==> src/rtl/muller_arbiter.sv <==
// Round-robin arbiter that multiplexes NREQ 4-phase requesters onto one
// Muller-pipeline input stage, with bundling margin and request timeout.
module muller_arbiter #(
    parameter int NREQ    = 4,
    parameter int DW      = 2,
    parameter int TIMEOUT = 15
) (
    input  logic                                     clk,
    input  logic                                     rst,
    input  logic [NREQ-1:0]                          req,
    input  logic [NREQ*DW-1:0]                       data,
    output logic [NREQ-1:0]                          ack,
    output logic                                     out_req,
    output logic [DW-1:0]                            out_data,
    input  logic                                     res_ack,
    output logic [((NREQ > 1) ? $clog2(NREQ) : 1)-1:0] grant_id,
    output logic                                     busy,
    output logic                                     timeout_err
);

    localparam int GW = (NREQ > 1) ? $clog2(NREQ) : 1;
    localparam int CW = GW + 1;
    localparam logic [7:0] TO_LIMIT = 8'(TIMEOUT);

    localparam logic [2:0] S_IDLE   = 3'd0;
    localparam logic [2:0] S_SETUP  = 3'd1;
    localparam logic [2:0] S_REQ_HI = 3'd2;
    localparam logic [2:0] S_ACK_HI = 3'd3;
    localparam logic [2:0] S_REQ_LO = 3'd4;

    logic [2:0]      state_q, state_d;
    logic [GW-1:0]   grant_q, grant_d;
    logic [GW-1:0]   last_q, last_d;
    logic [DW-1:0]   odata_q, odata_d;
    logic [NREQ-1:0] ack_q, ack_d;
    logic            oreq_q, oreq_d;
    logic            terr_q, terr_d;
    logic [7:0]      cnt_q, cnt_d;

    logic [DW-1:0]   data_arr [NREQ];
    logic [NREQ-1:0] own_sel;
    logic            own_req;
    logic            win_found;
    logic [GW-1:0]   win_idx;
    logic [CW-1:0]   cand;

    genvar gi;
    generate
        for (gi = 0; gi < NREQ; gi++) begin : g_slice
            assign data_arr[gi] = data[gi*DW +: DW];
            assign own_sel[gi]  = (grant_q == GW'(gi));
        end
    endgenerate

    assign own_req = |(req & own_sel);

    // Search starts one past the previous owner and wraps, so a freshly
    // served (or timed-out) requester is considered last.
    always_comb begin
        win_found = 1'b0;
        win_idx   = last_q;
        cand      = '0;
        for (int k = 1; k <= NREQ; k++) begin
            cand = {1'b0, last_q} + CW'(k);
            if (cand >= CW'(NREQ)) begin
                cand = cand - CW'(NREQ);
            end
            if (!win_found && req[cand[GW-1:0]]) begin
                win_found = 1'b1;
                win_idx   = cand[GW-1:0];
            end
        end
    end

    always_comb begin
        state_d = state_q;
        grant_d = grant_q;
        last_d  = last_q;
        odata_d = odata_q;
        ack_d   = ack_q;
        oreq_d  = oreq_q;
        terr_d  = 1'b0;
        cnt_d   = cnt_q;
        case (state_q)
            S_IDLE: begin
                // A stage still holding res_ack has not returned to zero yet.
                if (win_found && !res_ack) begin
                    state_d = S_SETUP;
                    grant_d = win_idx;
                    last_d  = win_idx;
                    odata_d = data_arr[win_idx];
                    cnt_d   = '0;
                    oreq_d  = 1'b0;
                end
            end
            S_SETUP: begin
                state_d = S_REQ_HI;
                oreq_d  = 1'b1;
            end
            S_REQ_HI: begin
                cnt_d = cnt_q + 8'd1;
                if (res_ack) begin
                    state_d = S_ACK_HI;
                    ack_d   = own_sel;
                end else if (cnt_q + 8'd1 >= TO_LIMIT) begin
                    state_d = S_IDLE;
                    oreq_d  = 1'b0;
                    terr_d  = 1'b1;
                end
            end
            S_ACK_HI: begin
                if (!own_req) begin
                    state_d = S_REQ_LO;
                    oreq_d  = 1'b0;
                end
            end
            S_REQ_LO: begin
                if (!res_ack) begin
                    state_d = S_IDLE;
                    ack_d   = '0;
                end
            end
            default: begin
                state_d = S_IDLE;
                oreq_d  = 1'b0;
                ack_d   = '0;
            end
        endcase
    end

    always_ff @(posedge clk or negedge rst) begin
        if (!rst) begin
            state_q <= S_IDLE;
            grant_q <= '0;
            last_q  <= GW'(NREQ - 1);
            odata_q <= '0;
            ack_q   <= '0;
            oreq_q  <= 1'b0;
            terr_q  <= 1'b0;
            cnt_q   <= '0;
        end else begin
            state_q <= state_d;
            grant_q <= grant_d;
            last_q  <= last_d;
            odata_q <= odata_d;
            ack_q   <= ack_d;
            oreq_q  <= oreq_d;
            terr_q  <= terr_d;
            cnt_q   <= cnt_d;
        end
    end

    assign ack         = ack_q;
    assign out_req     = oreq_q;
    assign out_data    = odata_q;
    assign grant_id    = grant_q;
    assign busy        = (state_q != S_IDLE);
    assign timeout_err = terr_q;

endmodule

==> config.mk <==
export PLATFORM = sky130hd
export DESIGN_NAME = muller_arbiter
export DESIGN_NICKNAME = d
export VERILOG_FILES = /design/src/rtl/muller_arbiter.sv
export SDC_FILE = /design/constraint.sdc
export NUM_CORES = 1
export LEC_CHECK = 0
export ABC_AREA = 0
export BUFFER_PORTS_ARGS = -buffer_cell sky130_fd_sc_hd__buf_2
export CAP_MARGIN = 0
export CORE_MARGIN = 5
export CORE_UTILIZATION = 43
export CTS_CLUSTER_DIAMETER = 60
export DETAILED_ROUTE_END_ITERATION = 8
export HOLD_SLACK_MARGIN = 0.06
export PLACE_DENSITY = 0.64
export SLEW_MARGIN = 30
export SYNTH_ARGS = -nofsm -noshare
export SYNTH_HDL_FRONTEND = slang
export SYNTH_SLANG_ARGS = --single-unit
==> constraint.sdc <==
create_clock -name clk -period 5.5 [get_ports clk]
set_input_delay 0.275 -clock clk [delete_from_list [all_inputs] [get_ports clk]]
set_output_delay 0.275 -clock clk [all_outputs]
set_load 0.03 [all_outputs]
After elaboration in Yosys (flattened, before gate mapping)
Index checks and enable logic that the tools add are counted.
Widths: inputs -> output; s select.

storage, ports and cells
  register bits = 23
  logic and storage cells = 106

cells by class
  $add $sub $neg = 9
  $lt $le $gt $ge = 10
  equal/unequal tests = 14
  muxes and demuxes = 42
  bitwise logic cells = 4
  reductions and logical operators = 19

operator list
  operator             count
  $mux 2               10
  $pmux 8 s2           1
  $ge 3x3->1 const B   5
  $mux 1               15
  $mux 3               5
  $pmux 3 s5           1
  $lt 2x3->1 const B   4
  $ne 2x2->1 const B   6
  $pmux 4 s3           1
  $add 8x1->8 const B  1
  $bmux 1 s2           4
  $ge 8x4->1 const B   1
  $mux 4               2
  $mux 8               1
  $sub 2x1->2 const B  4
  $add 2x2->3 const B  2
  $eq 3x2->1 const B   2
  $pmux 1 s5           1
  $reduce_and 5->1     1
  $and 4x4->4          1
  $bmux 2 s2           1
  $eq 2x2->1 const B   2
  $logic_and 1x1->1    4
  $logic_not 1->1      4
  other kinds (17)     19

Depth between registers and ports, before layout
  depth after elaboration = 19
  depth in mapped cells = 7
  mapped depth without buffers = 6

Least setup slack after synthesis
Ideal clock, no wire load.

  kind = register to register
  start = register state_q[2]
  end = register last_q[1]
  setup time = 91 ps
  arrival time = 1,682 ps
  data required time = 5,409 ps
  slack = 3,728 ps
  cell stages (with the launch flop) = 7
  clock period less this slack = 1,772 ps
  cells stage by stage = dfrtp_1 > buf_6 > or3_4 > or3_1 > buf_6 > nor3_2 > o22ai_1

between the ends
  longest elaborated chain between the ends = 2

ends and longest elaborated chain
  item                        RTL line  text
  from (decl)                 31        logic [2:0] state_q, state_d;
  from (signal assigned)      142       state_q <= state_d;
  $logic_not 3->1             84        case (state_q)
  $reduce_and 2->1 (no line)  --
  to (signal assigned)        135       last_q <= GW'(NREQ - 1);
  to (signal assigned)        144       last_q <= last_d;
  to (decl)                   33        logic [GW-1:0] last_q, last_d;

No other way between the ends.
A chain may end at the register's enable or synchronous reset.

Final worst setup path
  start = register cnt_q[0]
  end = register oreq_q (netlist: out_req)

between the ends
  longest elaborated chain between the ends = 4

ends and longest elaborated chain
  item                        RTL line  text
  from (decl)                 38        logic [7:0] cnt_q, cnt_d;
  from (signal assigned)      149       cnt_q <= cnt_d;
  $add 8x1->8                 105       end else if (cnt_q + 8'd1 >= TO_LIMIT) begin
  $ge 8x4->1                  105
  $ne 2x2->1 (no line)        --
  $reduce_and 5->1 (no line)  --
  to (signal assigned)        147       oreq_q <= oreq_d;
  to (decl)                   36        logic oreq_q, oreq_d;

No other way between the ends.

==> impl_metrics.py <==
metrics = {
    "routing": {
        "drc": 0,
        "initialDrtViolationCount": 63,
        "routed_wirelength_um": 3101,
        "via_per_inst": 5.516,
        "drt.antenna.violating_nets": 0,
        "routed-via-count": 1230,
        "post_drt_wl_per_cell_um": 13.91,
        "drt_pre_antenna_iters": 4,
    },
    "pwr": {
        "share_clk_of_total_power": 0.098,
        "p_switching_w": 0.0003915,
        "power_frac_seq": 0.390,
        "ir_drop_mv": 0.2454,
        "cellLeakagePower_nw": 0.7183,
        "report.power.total_w": 0.0008045,
        "comb_power_share": 0.512,
        "p_per_area_nw_per_um2": 521.5,
        "swShare": 0.4866,
        "power.internal_w": 0.0004130,
    },
    "cts": {
        "clockRootBuffer": "sky130_fd_sc_hd__clkbuf_4",
        "post_cts.resized_instances": 0,
        "insertion_delay_ns": 0.30,
        "cts.sinks": 23,
        "clk_transition_reported_paths_ns": 0.13,
        "cts_tree": "done",
        "htree_levels": 1,
        "cts-buffers-inserted": 3,
        "cts-root-to-sink-buffers": 2,
    },
    "yosys": {
        "adder_cell_fraction_of_synth_area": 0.01828,
        "synth.top_cells.by_count": "21 x sky130_fd_sc_hd__dfrtp_1, 21 x sky130_fd_sc_hd__o21ai_0, 18 x sky130_fd_sc_hd__nor2_1",
        "mappedNetlistArea_um2": 1369,
        "synth.area.mux_share": 0.02468,
        "fraction_of_the_mapped_netlist_area_in_compound_gates": 0.2239,
        "ys_ff_latch": 23,
        "synth_simple_gate_area_frac": 0.2468,
        "synth_cell_types": 39,
        "syn_area_per_cell_um2": 8.831,
        "postSynth.asyncResetShare": 1.000,
        "synth_nets": 172,
        "synth_area_leader": "sky130_fd_sc_hd__dfrtp_1",
        "synth-main-ff-cell": "sky130_fd_sc_hd__dfrtp_1",
        "netlist_top_cells_area": "sky130_fd_sc_hd__dfrtp_1 38%, sky130_fd_sc_hd__o21ai_0 7.7%, sky130_fd_sc_hd__nor2_1 4.9%",
        "synth_sequential_area_ratio": 0.4223,
        "number_of_enable_flip_flop_cells_after_synthesis": 0,
        "syn_inst": 155,
        "synth_top_family_by_area": "simple AND/OR/NAND/NOR gates",
        "yosysWarnings": 0,
        "synthXorXnorAreaFrac": 0.01920,
        "synthDominantCellAreaShare": 0.3839,
    },
    "grt": {
        "overall_global_routing_usage": 0.1559,
        "grt_pass1_vias": 1159,
        "overflow": 0,
        "grt_first_pass_wirelength_um": 5368,
        "grt_antenna_before_repair": 0,
        "largest_net_degree_at_the_start_of_global_routing": 24,
    },
    "layout": {
        "areaGrowthSynthToFinish_pct": 12.71,
        "n_antenna_cell": 0,
        "fillerInstances": 310,
        "design.final.nets": 197,
        "post_route_cells_drive_above_1_share": 0.2123,
        "post-route-util": 0.5053,
    },
    "worst_setup_path": {
        "critical_path_required_ns": 5.75,
        "start_kind": "flip-flop",
        "cp_max_fo": 7,
        "worstSetupEndpointType": "flip-flop",
        "timing_worst_setup_path_type": "flip-flop to flip-flop",
        "arrival_ns": 2.20,
    },
    "timing": {
        "final-setup-viol-count": 0,
        "setup-tns-final_ns": 0,
        "worst_clock_skew_ns": 0.004552,
        "final-hold-violation-count": 0,
        "timing_max_transition_violations_final": 0,
        "fin_crit_ns": 1.954,
        "worstMarginPinSlew_ns": 0.7079,
        "share_of_the_cycle_needed_by_the_critical_path_after_routing": 0.3552,
        "final.setup.worst_slack_ns": 3.546,
        "max_freq_mhz": 511.8,
        "relSlewSlack": 0.5255,
        "rsz_0062_raised_after_global_routing": "false",
    },
    "die": {
        "floorplan.rows": 20,
        "die_area_um2": 4412,
        "start_util": 0.4484,
        "io_pins": 26,
        "die_height_um": 66.42,
        "placeableCoreArea_um2": 3053,
        "die_w_um": 66.42,
    },
    "worst_hold_path": {
        "worst_hold_path_type": "primary input to flip-flop",
    },
    "placement": {
        "placement.setup.worst_slack_ns": 3.577,
        "numPortBuffers": 25,
        "detailed_place_hpwl_um": 2363,
        "finalWeightedCongestion": 0.8365,
    },
    "flow_run": {
        "count_of_max_cap_constraint_violations": 0,
    },
    "run_status": {
        "outcome": "finished, final reports clean",
    },
}
registers in the layout, summed over array words and instances, names as in the netlist:
signal and flops:
out_req 1, timeout_err 1, cnt_q 8, last_q 2
state_q 3, out_data 2, grant_id 2, ack 4
power by group through the flow:
stage / combinational, W / sequential [W] / clock, W
after floorplan: 0.000294 / 0.000345 / 0
after global placement: 0.000404 / 0.000316 / 0
after detailed placement: 0.000416 / 0.000317 / 0
after CTS: 0.000417 / 0.000315 / 0.0000823
after global routing: 0.000459 / 0.000329 / 0.0000894
final: 0.000412 / 0.000314 / 0.0000787
cell families (layout without fill, tap and decap cells):
kind of cell / after synthesis / in the layout
buffers and inverters: 11 / 35
AND/OR/NAND/NOR: 67 / 67
flip-flops: 23 / 23
adder cells (fa/ha/maj): 2 / 2
AO/OA/AOI/OAI: 47 / 47
XOR/XNOR: 3 / 3
multiplexers: 2 / 2
path summary, 6_finish.rpt:
| check | startpoint | endpoint | slack, ns | cells after the start |
|---|---|---|---|---|
| max | cnt_q[0]$_DFFE_PN0P_ | out_req$_DFFE_PN0P_ | 3.55 | 6 |
| min | res_ack | timeout_err$_DFF_PN0_ | 0.25 | 2 |
| max reg2reg | cnt_q[0]$_DFFE_PN0P_ | out_req$_DFFE_PN0P_ | 3.55 | 6 |
| max in group asynchronous | rst | last_q[0]$_DFFE_PN1P_ | 4.67 | 2 |
| min reg2reg | ack[3]$_DFFE_PN0P_ | ack[3]$_DFFE_PN0P_ | 0.49 | 2 |
| min in group asynchronous | rst | cnt_q[6]$_DFFE_PN0P_ | 0.46 | 2 |
worst max-delay path: stages, from the launching register on:
cell and delay, ns:
sky130_fd_sc_hd__dfrtp_1 0.47, sky130_fd_sc_hd__ha_1 0.27, sky130_fd_sc_hd__and3_1 0.26, sky130_fd_sc_hd__nor4_1 0.19, sky130_fd_sc_hd__a31oi_1 0.07, sky130_fd_sc_hd__a211oi_1 0.40, sky130_fd_sc_hd__a311o_1 0.23
area by class of cell:
type | count | area (um2) | share of cell area
timing repair buffer | 26 | 135.1 | 0.08759
multi-input combinational | 121 | 729.5 | 0.4728
clock buffer | 4 | 26.28 | 0.01703
tap | 44 | 55.05 | 0.03569
inverter | 5 | 18.77 | 0.01217
sequential | 23 | 578.1 | 0.3747
repair_timing:
action,4_1_cts,5_1_grt
setup buffers,0,0
hold buffers,1,0
endpoints found under the hold margin,21,0
per-stage QoR:
stage               instances  area (um2)  hold WS (ns)
finish                    223        1543        0.2539
global route              223        1543        0.2471
CTS                       223        1543        0.2357
detailed placement        218        1506        0.2939
global placement          218        1506        0.2737
floorplan                 155        1369      -0.02059
placed cells by master, fill, tap and decap left out, types with 2 or more instances in the layout:
cell,Yosys,final
sky130_fd_sc_hd__inv_1,5,5
sky130_fd_sc_hd__a22o_1,2,2
sky130_fd_sc_hd__o21ai_0,21,21
sky130_fd_sc_hd__ha_1,2,2
sky130_fd_sc_hd__or3_1,3,3
sky130_fd_sc_hd__nor2_1,18,18
sky130_fd_sc_hd__nand3_1,9,9
sky130_fd_sc_hd__nor4_1,2,2
sky130_fd_sc_hd__nand2_1,15,15
sky130_fd_sc_hd__nor3_2,3,3
sky130_fd_sc_hd__o31ai_2,2,2
sky130_fd_sc_hd__dfrtp_1,21,21
sky130_fd_sc_hd__nor3_1,3,3
sky130_fd_sc_hd__nand2b_1,6,6
sky130_fd_sc_hd__buf_2,1,25
sky130_fd_sc_hd__a211oi_1,3,3
sky130_fd_sc_hd__clkbuf_4,0,3
sky130_fd_sc_hd__xor2_1,3,3
sky130_fd_sc_hd__dfstp_2,2,2
sky130_fd_sc_hd__and3_1,5,5
sky130_fd_sc_hd__a21oi_1,5,5
sky130_fd_sc_hd__a31oi_1,3,3
sky130_fd_sc_hd__o22ai_1,2,2
layer usage:
metal,up-vias,GRT usage,part of all wire
li1,610,-,-
met1,581,0.1928,0.43
met2,33,0.2652,0.49
met3,6,0.03401,0.059
met4,0,0.05330,0.013
met5,-,0,0
(Power assumes the default switching activity.)
